==> src/rtl/stream_mux_pkg.sv <==
// Shared constants for the N-channel stream multiplexer: state encoding, select modes and
// the channel-index width helper.
package stream_mux_pkg;

  localparam int unsigned MODE_SEL = 0;
  localparam int unsigned MODE_RR  = 1;

  localparam logic IDLE   = 1'b0;
  localparam logic LOCKED = 1'b1;

  function automatic int unsigned idx_width(input int unsigned n);
    return (n < 2) ? 1 : $clog2(n);
  endfunction

endpackage

==> src/rtl/rr_arbiter.sv <==
// Combinational rotate-priority arbiter: grants the lowest requesting index at or after ptr,
// wrapping modulo N.
module rr_arbiter
  import stream_mux_pkg::*;
#(
  parameter int unsigned N    = 4,
  parameter int unsigned SELW = idx_width(N)
) (
  input  logic [N-1:0]    req,
  input  logic [SELW-1:0] ptr,
  output logic [SELW-1:0] gnt_idx,
  output logic            gnt_valid
);

  logic [SELW-1:0] cand;
  logic            found;

  always_comb begin
    gnt_idx = '0;
    found   = 1'b0;
    cand    = '0;
    for (int unsigned k = 0; k < N; k++) begin
      cand = SELW'((32'(ptr) + k) % N);
      if (!found && req[cand]) begin
        found   = 1'b1;
        gnt_idx = cand;
      end
    end
  end

  assign gnt_valid = |req;

endmodule

==> src/rtl/stream_mux_n.sv <==
// N-channel registered stream mux with packet locking; the channel is chosen per packet by
// sel (MODE_SEL) or by round-robin arbitration (MODE_RR).
module stream_mux_n
  import stream_mux_pkg::*;
#(
  parameter int unsigned WIDTH = 16,
  parameter int unsigned N     = 4,
  parameter int unsigned MODE  = MODE_SEL,
  parameter int unsigned SELW  = idx_width(N)
) (
  input  logic               clk,
  input  logic               rst,
  input  logic [N*WIDTH-1:0] in_data,
  input  logic [N-1:0]       in_valid,
  input  logic [N-1:0]       in_last,
  output logic [N-1:0]       in_ready,
  input  logic [SELW-1:0]    sel,
  output logic [WIDTH-1:0]   out_data,
  output logic               out_valid,
  output logic               out_last,
  output logic [SELW-1:0]    out_chan,
  input  logic               out_ready
);

  logic            state;
  logic [SELW-1:0] lock_chan;
  logic [SELW-1:0] rr_ptr;
  logic [SELW-1:0] rr_next;

  logic [SELW-1:0] arb_idx;
  logic            arb_valid;
  logic [SELW-1:0] grant;
  logic            grant_valid;

  logic             space;
  logic             load;
  logic [WIDTH-1:0] g_data;
  logic             g_valid;
  logic             g_last;

  generate
    if (MODE == MODE_RR) begin : g_rr
      rr_arbiter #(
        .N    (N),
        .SELW (SELW)
      ) u_arb (
        .req       (in_valid),
        .ptr       (rr_ptr),
        .gnt_idx   (arb_idx),
        .gnt_valid (arb_valid)
      );
    end else begin : g_sel
      // No arbiter in explicit-select mode; arb_valid=0 keeps this path unselected.
      assign arb_idx   = rr_ptr;
      assign arb_valid = 1'b0;
    end
  endgenerate

  // A locked packet owns the mux; otherwise the mode decides the candidate channel.
  always_comb begin
    if (state == LOCKED) begin
      grant       = lock_chan;
      grant_valid = 1'b1;
    end else if (MODE == MODE_RR) begin
      grant       = arb_idx;
      grant_valid = arb_valid;
    end else begin
      grant       = sel;
      grant_valid = (32'(sel) < N);
    end
  end

  assign space = !out_valid || out_ready;

  always_comb begin
    g_data   = '0;
    g_valid  = 1'b0;
    g_last   = 1'b0;
    in_ready = '0;
    for (int unsigned i = 0; i < N; i++) begin
      if (grant == SELW'(i)) begin
        g_data      = in_data[i*WIDTH +: WIDTH];
        g_valid     = in_valid[i];
        g_last      = in_last[i];
        in_ready[i] = space && grant_valid && !rst;
      end
    end
  end

  assign load    = space && grant_valid && g_valid;
  assign rr_next = (32'(grant) == N - 1) ? '0 : grant + 1'b1;

  always_ff @(posedge clk or posedge rst) begin
    if (rst) begin
      state     <= IDLE;
      lock_chan <= '0;
      rr_ptr    <= '0;
      out_data  <= '0;
      out_valid <= 1'b0;
      out_last  <= 1'b0;
      out_chan  <= '0;
    end else begin
      if (load) begin
        out_data  <= g_data;
        out_last  <= g_last;
        out_chan  <= grant;
        out_valid <= 1'b1;
        if (state == IDLE && !g_last) begin
          state     <= LOCKED;
          lock_chan <= grant;
        end else if (state == LOCKED && g_last) begin
          state <= IDLE;
        end
        if (g_last && MODE == MODE_RR) begin
          rr_ptr <= rr_next;
        end
      end else if (out_valid && out_ready) begin
        out_valid <= 1'b0;
      end
    end
  end

endmodule
==> config.mk <==
export PLATFORM = sky130hd
export DESIGN_NAME = stream_mux_n
export DESIGN_NICKNAME = d
export VERILOG_FILES = /design/src/rtl/stream_mux_pkg.sv /design/src/rtl/rr_arbiter.sv /design/src/rtl/stream_mux_n.sv
export SDC_FILE = /design/constraint.sdc
export NUM_CORES = 1
export LEC_CHECK = 0
export ABC_AREA = 0
export CORE_UTILIZATION = 39
export CTS_CLUSTER_DIAMETER = 80
export DETAILED_ROUTE_END_ITERATION = 8
export GPL_ROUTABILITY_DRIVEN = 1
export HOLD_SLACK_MARGIN = 0.12
export PLACE_DENSITY = 0.89
export SLEW_MARGIN = 20
export SYNTH_ARGS = -nofsm -noshare
export SYNTH_HDL_FRONTEND = slang
export SYNTH_SLANG_ARGS = --single-unit
==> constraint.sdc <==
create_clock -name clk -period 5 [get_ports clk]
set_clock_uncertainty 0.2 [all_clocks]
set_input_delay 1 -clock clk [delete_from_list [all_inputs] [get_ports clk]]
set_output_delay 1 -clock clk [all_outputs]
set_load 0.02 [all_outputs]
==> key figures, run 1 <==
Outcome
  • Status: finished clean

Synth
  • Mapped Area: 1530 um2
  • Post-Synth Simple-Gate Area: 8.12%
  • Post-synth EDFFs: 0
  • Netlist cell types: 28
  • Top post-synthesis cells by count: 23 x dfrtp_1, 17 x mux4_2, 10 x mux2_4, 9 x mux2_2, 7 x o21ai_0
  • Post-Synth XOR/XNOR Area: 0%
  • FFs w/ async S/R, synth: 100%
  • Post-synthesis compound-gate area fraction: 5.99%
  • Combinational family with the most area after synthesis: multiplexers
  • Biggest area consumer among synthesized cells: dfrtp_1
  • Synthesis warning total: 0
  • Synth Instances: 104
  • Post-synthesis sequential area ratio: 37.7%
  • Synth area leaders: dfrtp_1 38%, mux4_2 25%, mux2_4 9.8%
  • Share of cell area taken by muxes after synthesis: 42.2%
  • Synthesized area per cell: 14.7 um2
  • Dominant synthesized flop cell: dfrtp_1
  • Most frequent cell after synthesis: dfrtp_1
  • Post-synthesis register bit count: 23
  • Mapped Nets: 182
  • Synth top area share: 37.7%
  • Post-Synth Adder-Cell Area: 0.820%

Place
  • IO buf count: 100
  • RD Place Congestion: 0.718
  • HPWL Detailed: 3280 um
  • Pre-CTS WS: 0.807 ns

Clock network
  • CTS Root Buffer Type: clkbuf_8
  • CTS Buf Count: 3
  • Htree depth: 1
  • Longest Clk Path Bufs: 2
  • CTS resizes: 0
  • Clock latency on the worst-skew pair: 0.26 ns
  • Clock sinks: 23
  • Post-CTS setup buffers: 0
  • TritonCTS clock tree: done
  • CTS Hold Bufs: 0
  • Clock transition at path regs: 0.08 ns

Power
  • Switching power: 478 uW
  • Final Power: 1280 uW
  • Logic pwr share: 63.5%
  • Sw Ratio: 37.3%
  • Internal power: 805 uW
  • VDD IR max: 0.260 mV
  • P_leak: 0.00100 uW
  • PD cells: 500 nW/um2
  • Flop pwr share: 27.4%
  • Clock share of power: 9.0%

Routing
  • Number of DRC markers in iteration 0: 43
  • Vias: 1362
  • Routed WL per cell: 16.7 um
  • Final wirelength: 4170 um
  • DR pass1 iterations: 6
  • DR DRC count: 0
  • Vias/cell: 5.47
  • Detail Route Antenna Nets: 0

Critical path
  • Crit path arrival time: 2.99 ns
  • Critical Path End Type: primary output
  • WP data required: 3.80 ns
  • Top cell by count, worst path: clkdlybuf4s50_1
  • Setup CP Type: primary input to primary output
  • Worst path slowest cell: clkdlybuf4s50_1
  • CP peak stage delay: 0.66 ns
  • Crit Path Max Fanout: 20
  • Startpoint Class: primary input
  • Worst path cell trace: clkdlybuf4s50_1 -> nor2b_2 -> a21o_2 -> nor4_1 -> clkdlybuf4s50_1

Floorplan
  • Die Y: 64.5 um
  • Initial Utilization: 41.0%
  • FP Rows: 22
  • Core area: 3720 um2
  • Die W: 64.5 um
  • # IOs: 101
  • DIE AREA: 4160 um2

STA
  • TNS Setup: 0 ns
  • Worst setup margin: 0.812 ns
  • Pins Over Slew Limit: 0
  • Max Clk Rate: 239 MHz
  • Final Hold Vio Count: 0
  • Tmin final: 4.19 ns
  • Relative slew margins: 41.4%
  • Crit share post-route: 83.8%
  • Setup-failing EPs final: 0
  • Worst slew pin tran: 0.878 ns
  • RSZ-0062 raised after global routing: no

Global route
  • Vias in the first global route: 1447
  • First-pass GRT wire length: 6610 um
  • Overflow after GRT: 0
  • Initial antenna violation count: 0
  • Largest net degree at the start of global routing: 24
  • Gr usage total: 21.4%

Min path
  • Hold WC Path Type: flip-flop to flip-flop

Final layout
  • Nets: 280
  • Ant diodes: 0
  • Area grow syn2layout: 68.2%
  • Share of cells above drive strength 1: 22.4%

Flow run
  • Max-capacitance violation count: 0
[logic make-up (layout without fill, tap and decap cells)]
family | after synthesis | in the layout
AOI/OAI and AO/OA | 14 | 14
muxes | 37 | 37
adders and majority gates | 1 | 1
buffers and inverters | 10 | 107
DFF | 23 | 23
and+or+nand+nor | 19 | 19
[layout by cell type, fill, tap and decap left out, types with 2 or more instances in the layout]
cell type / n
dfrtp_1: 23
mux4_2: 17
a21oi_1: 2
mux2_4: 10
nor2_1: 2
nand2_1: 2
inv_1: 3
o21ai_0: 7
clkbuf_8: 3
nand2b_1: 3
nor4_1: 5
mux2_2: 9
clkdlybuf4s50_1: 100
a32oi_1: 2
[final timing paths]
check	depth (start not counted)	end	start	slack [ns]
worst min register to register	1	out_data[13]$_DFFE_PP0P_	out_data[13]$_DFFE_PP0P_	0.32
worst max register to register	7	state$_DFFE_PP0P_	state$_DFFE_PP0P_	2.33
max in group asynchronous	2	out_data[3]$_DFFE_PP0P_	rst	2.91
worst max-delay path	5	in_ready[1]	sel[1]	0.81
min in group asynchronous	2	out_chan[0]$_DFFE_PP0P_	rst	1.16
worst min-delay path	1	out_data[13]$_DFFE_PP0P_	out_data[13]$_DFFE_PP0P_	0.32
[cell type report]
class | instances | area (um2)
Timing Repair Buffer | 100 | 1000
Clock buffer | 4 | 45.0
Multi-Input combinational cell | 71 | 872
Sequential cell | 23 | 576
Fill cell | 278 | 1150
Tap cell | 48 | 60.1
Inverter | 3 | 11.3
[registers in the layout (all words and copies together) (netlist names)]
| signal | flops |
|---|---|
| out_last | 1 |
| out_data | 16 |
| lock_chan | 2 |
| out_valid | 1 |
| state | 1 |
| out_chan | 2 |
[worst max-delay path: cells and delay by family]
| kind | cells | cell delay (ns) |
|---|---|---|
| AND/OR/NAND/NOR | 2 | 0.50 |
| AO/OA/AOI/OAI | 1 | 0.38 |
| buffers and inverters | 2 | 1.11 |
[power by group through the flow]
stage,clock network (uW),registers [uW],logic [uW]
floorplan,0,438,459
global placement,0,347,796
detailed placement,0,353,820
CTS,119,351,824
global route,128,361,869
finish,116,352,815
[stage by stage]
step	hold WS [ns]	cell area (um2)	instances	utilization [%]
6_report	0.317	2560	249	69.0
5_1_grt	0.329	2560	249	69.0
4_1_cts	0.316	2560	249	69.0
3_5_place_dp	0.293	2520	245	67.8
3_3_place_gp	0.290	2520	245	67.8
2_1_floorplan	0.361	1530	104	-
[routing by layer]
layer	up-vias	part of all wire, %	track usage [%]
met3	8	8.5	4.58
met4	0	2.0	11.9
li1	604	-	-
met2	82	54	40.4
met1	668	35	21.6
met5	-	0	0
Power figures use the tool's default switching activity.
==> run 2: changes to the inputs <==
- CORE_UTILIZATION: 39 -> 36
- PLACE_DENSITY: 0.89 -> 0.84
- clock period: 5 -> 4.05 ns (I/O delays scaled with it)
==> key figures, run 2 (synthesis results as in run 1) <==
Power
  • Clock share of power: 8.9% (about the same)
  • Logic pwr share: 63.7% (+0.2 points)
  • Sw Ratio: 37.0% (-0.24 points)
  • P_leak: 0.00101 uW (+0.98%)
  • VDD IR max: 0.309 mV (+19%)
  • PD cells: 616 nW/um2 (+23%)
  • Internal power: 1000 uW (+24%)
  • Switching power: 589 uW (+23%)
  • Final Power: 1590 uW (+24%)
  • Flop pwr share: 27.3% (about the same)

Clock network
  • TritonCTS clock tree: done
  • Post-CTS setup buffers: 0 (unchanged)
  • CTS Buf Count: 3 (unchanged)
  • Htree depth: 1 (unchanged)
  • Clock sinks: 23 (unchanged)
  • Clock latency on the worst-skew pair: 0.26 ns (about the same)
  • Clock transition at path regs: 0.08 ns (about the same)
  • CTS Hold Bufs: 0 (unchanged)
  • CTS Root Buffer Type: clkbuf_8
  • Longest Clk Path Bufs: 2 (unchanged)
  • CTS resizes: 0 (unchanged)

Floorplan
  • # IOs: 101 (unchanged)
  • Die W: 67.1 um (+4.0%)
  • Die Y: 67.1 um (+4.0%)
  • FP Rows: 23 (+4.5%)
  • Core area: 4030 um2 (+8.4%)
  • Initial Utilization: 37.9% (-3.2 points)
  • DIE AREA: 4500 um2 (+8.1%)

Critical path
  • Setup CP Type: primary input to primary output
  • CP peak stage delay: 0.66 ns (about the same)
  • Startpoint Class: primary input
  • Top cell by count, worst path: clkdlybuf4s50_1
  • Critical Path End Type: primary output
  • Crit path arrival time: 2.70 ns (-0.29 ns)
  • Worst path cell trace: clkdlybuf4s50_1 -> nor2b_2 -> a21o_2 -> nor4_1 -> clkdlybuf4s50_1
  • Worst path slowest cell: clkdlybuf4s50_1
  • WP data required: 3.04 ns (-0.76 ns)
  • Crit Path Max Fanout: 11 (-45%)

STA
  • Setup-failing EPs final: 0 (unchanged)
  • Hold_ws: 0.316 ns (-0.00127 ns)
  • RSZ-0062 raised after global routing: no
  • Tmin final: 3.71 ns
  • Relative slew margins: 39.5% (-1.9 points)
  • Worst slew pin tran: 0.906 ns (+0.0281 ns)
  • TNS Setup: 0 ns (unchanged)
  • Pins Over Slew Limit: 0 (unchanged)
  • Final Hold Vio Count: 0 (unchanged)
  • Crit share post-route: 91.6%
  • Max Clk Rate: 270 MHz

Place
  • HPWL Detailed: 3370 um (+2.9%)
  • RD Place Congestion: 0.788 (+9.8%)
  • IO buf count: 100 (unchanged)

Routing
  • Final wirelength: 4110 um (-1.4%)
  • Vias: 1364 (+0.15%)
  • Detail Route Antenna Nets: 0 (unchanged)
  • DR pass1 iterations: 4 (-2)
  • Vias/cell: 5.39 (-1.4%)
  • Number of DRC markers in iteration 0: 34 (-21%)
  • Routed WL per cell: 16.2 um (-3.0%)
  • DR DRC count: 0 (unchanged)

Final layout
  • Most common cell after layout, fill and taps aside: clkdlybuf4s50_1
  • Share of cells above drive strength 1: 23.2% (+0.76 points)
  • Ant diodes: 0 (unchanged)
  • Layout Utilization: 64.1% (-4.9 points)
  • Top flop regs: out_data x16, lock_chan x2, out_chan x2
  • Most frequent cells in the layout: 100 x clkdlybuf4s50_1, 23 x dfrtp_1, 17 x mux4_2, 10 x mux2_4, 9 x mux2_2
  • Nets: 282 (+0.71%)
  • Area grow syn2layout: 69.3%
  • Largest register FFs: 16 (unchanged)
  • Largest Register: out_data

Global route
  • Gr usage total: 18.9% (-2.5 points)
  • Largest net degree at the start of global routing: 24 (unchanged)
  • Overflow after GRT: 0 (unchanged)
  • Vias in the first global route: 1409 (-2.6%)
  • First-pass GRT wire length: 6290 um (-4.8%)
  • Initial antenna violation count: 0 (unchanged)

Flow run
  • Max-capacitance violation count: 0 (unchanged)

Min path
  • Hold WC Path Type: flip-flop to flip-flop

Outcome
  • Status: finished clean
## run 2: cell types whose count changed in the layout (fill, tap and decap cells not counted)
cell	delta
buf_4	+2
## run 2: stage by stage
step / setup WS [ns] / instances / area, um2
6_report: 0.341 / 253 / 2580
5_1_grt: 0.227 / 253 / 2580
4_1_cts: 0.336 / 253 / 2580
3_5_place_dp: 0.351 / 249 / 2540
3_3_place_gp: 0.413 / 249 / 2540
2_1_floorplan: 0.985 / 104 / 1530
## run 2: path summary, 6_finish.rpt
| check | start | end | slack, ns | depth (start not counted) |
|---|---|---|---|---|
| worst max register to register | state$_DFFE_PP0P_ | state$_DFFE_PP0P_ | 1.20 | 8 |
| min in group asynchronous | rst | out_data[12]$_DFFE_PP0P_ | 1.01 | 2 |
| worst max-delay path | sel[1] | in_ready[1] | 0.34 | 5 |
| max in group asynchronous | rst | out_data[6]$_DFFE_PP0P_ | 2.08 | 2 |
| worst min register to register | out_data[2]$_DFFE_PP0P_ | out_data[2]$_DFFE_PP0P_ | 0.32 | 1 |
| worst min-delay path | out_data[2]$_DFFE_PP0P_ | out_data[2]$_DFFE_PP0P_ | 0.32 | 1 |
## run 2: final cells by class
cell class,count,area [um2]
well taps,50,62.6
repair buffers,102,1020
clock buffers,4,45.0
fillers,309,1450
flip-flops and latches,23,576
multi-input cells,71,872
inverters,3,11.3
## run 2: worst max-delay path: cells and delay by family
family / cells / cell delay [ns]
and+or+nand+nor: 2 / 0.47
AOI/OAI and AO/OA: 1 / 0.31
buffers and inverters: 2 / 1.11
## run 2: metal layers
layer,share of wire (%),routed length [um],GRT usage (%)
met5,0,0,0
met4,0.80,33,3.19
met3,10,416,5.99
met2,55,2240,37.3
met1,34,1410,19.1
## run 2: power by group through the flow
| stage | Sequential [uW] | Clock [uW] | Combinational, uW |
|---|---|---|---|
| 6_report | 435 | 142 | 1010 |
| 5_1_grt | 451 | 158 | 1080 |
| 4_1_cts | 434 | 148 | 1030 |
| 3_5_place_dp | 440 | 0 | 1020 |
| 3_3_place_gp | 429 | 0 | 998 |
| 2_1_floorplan | 540 | 0 | 566 |
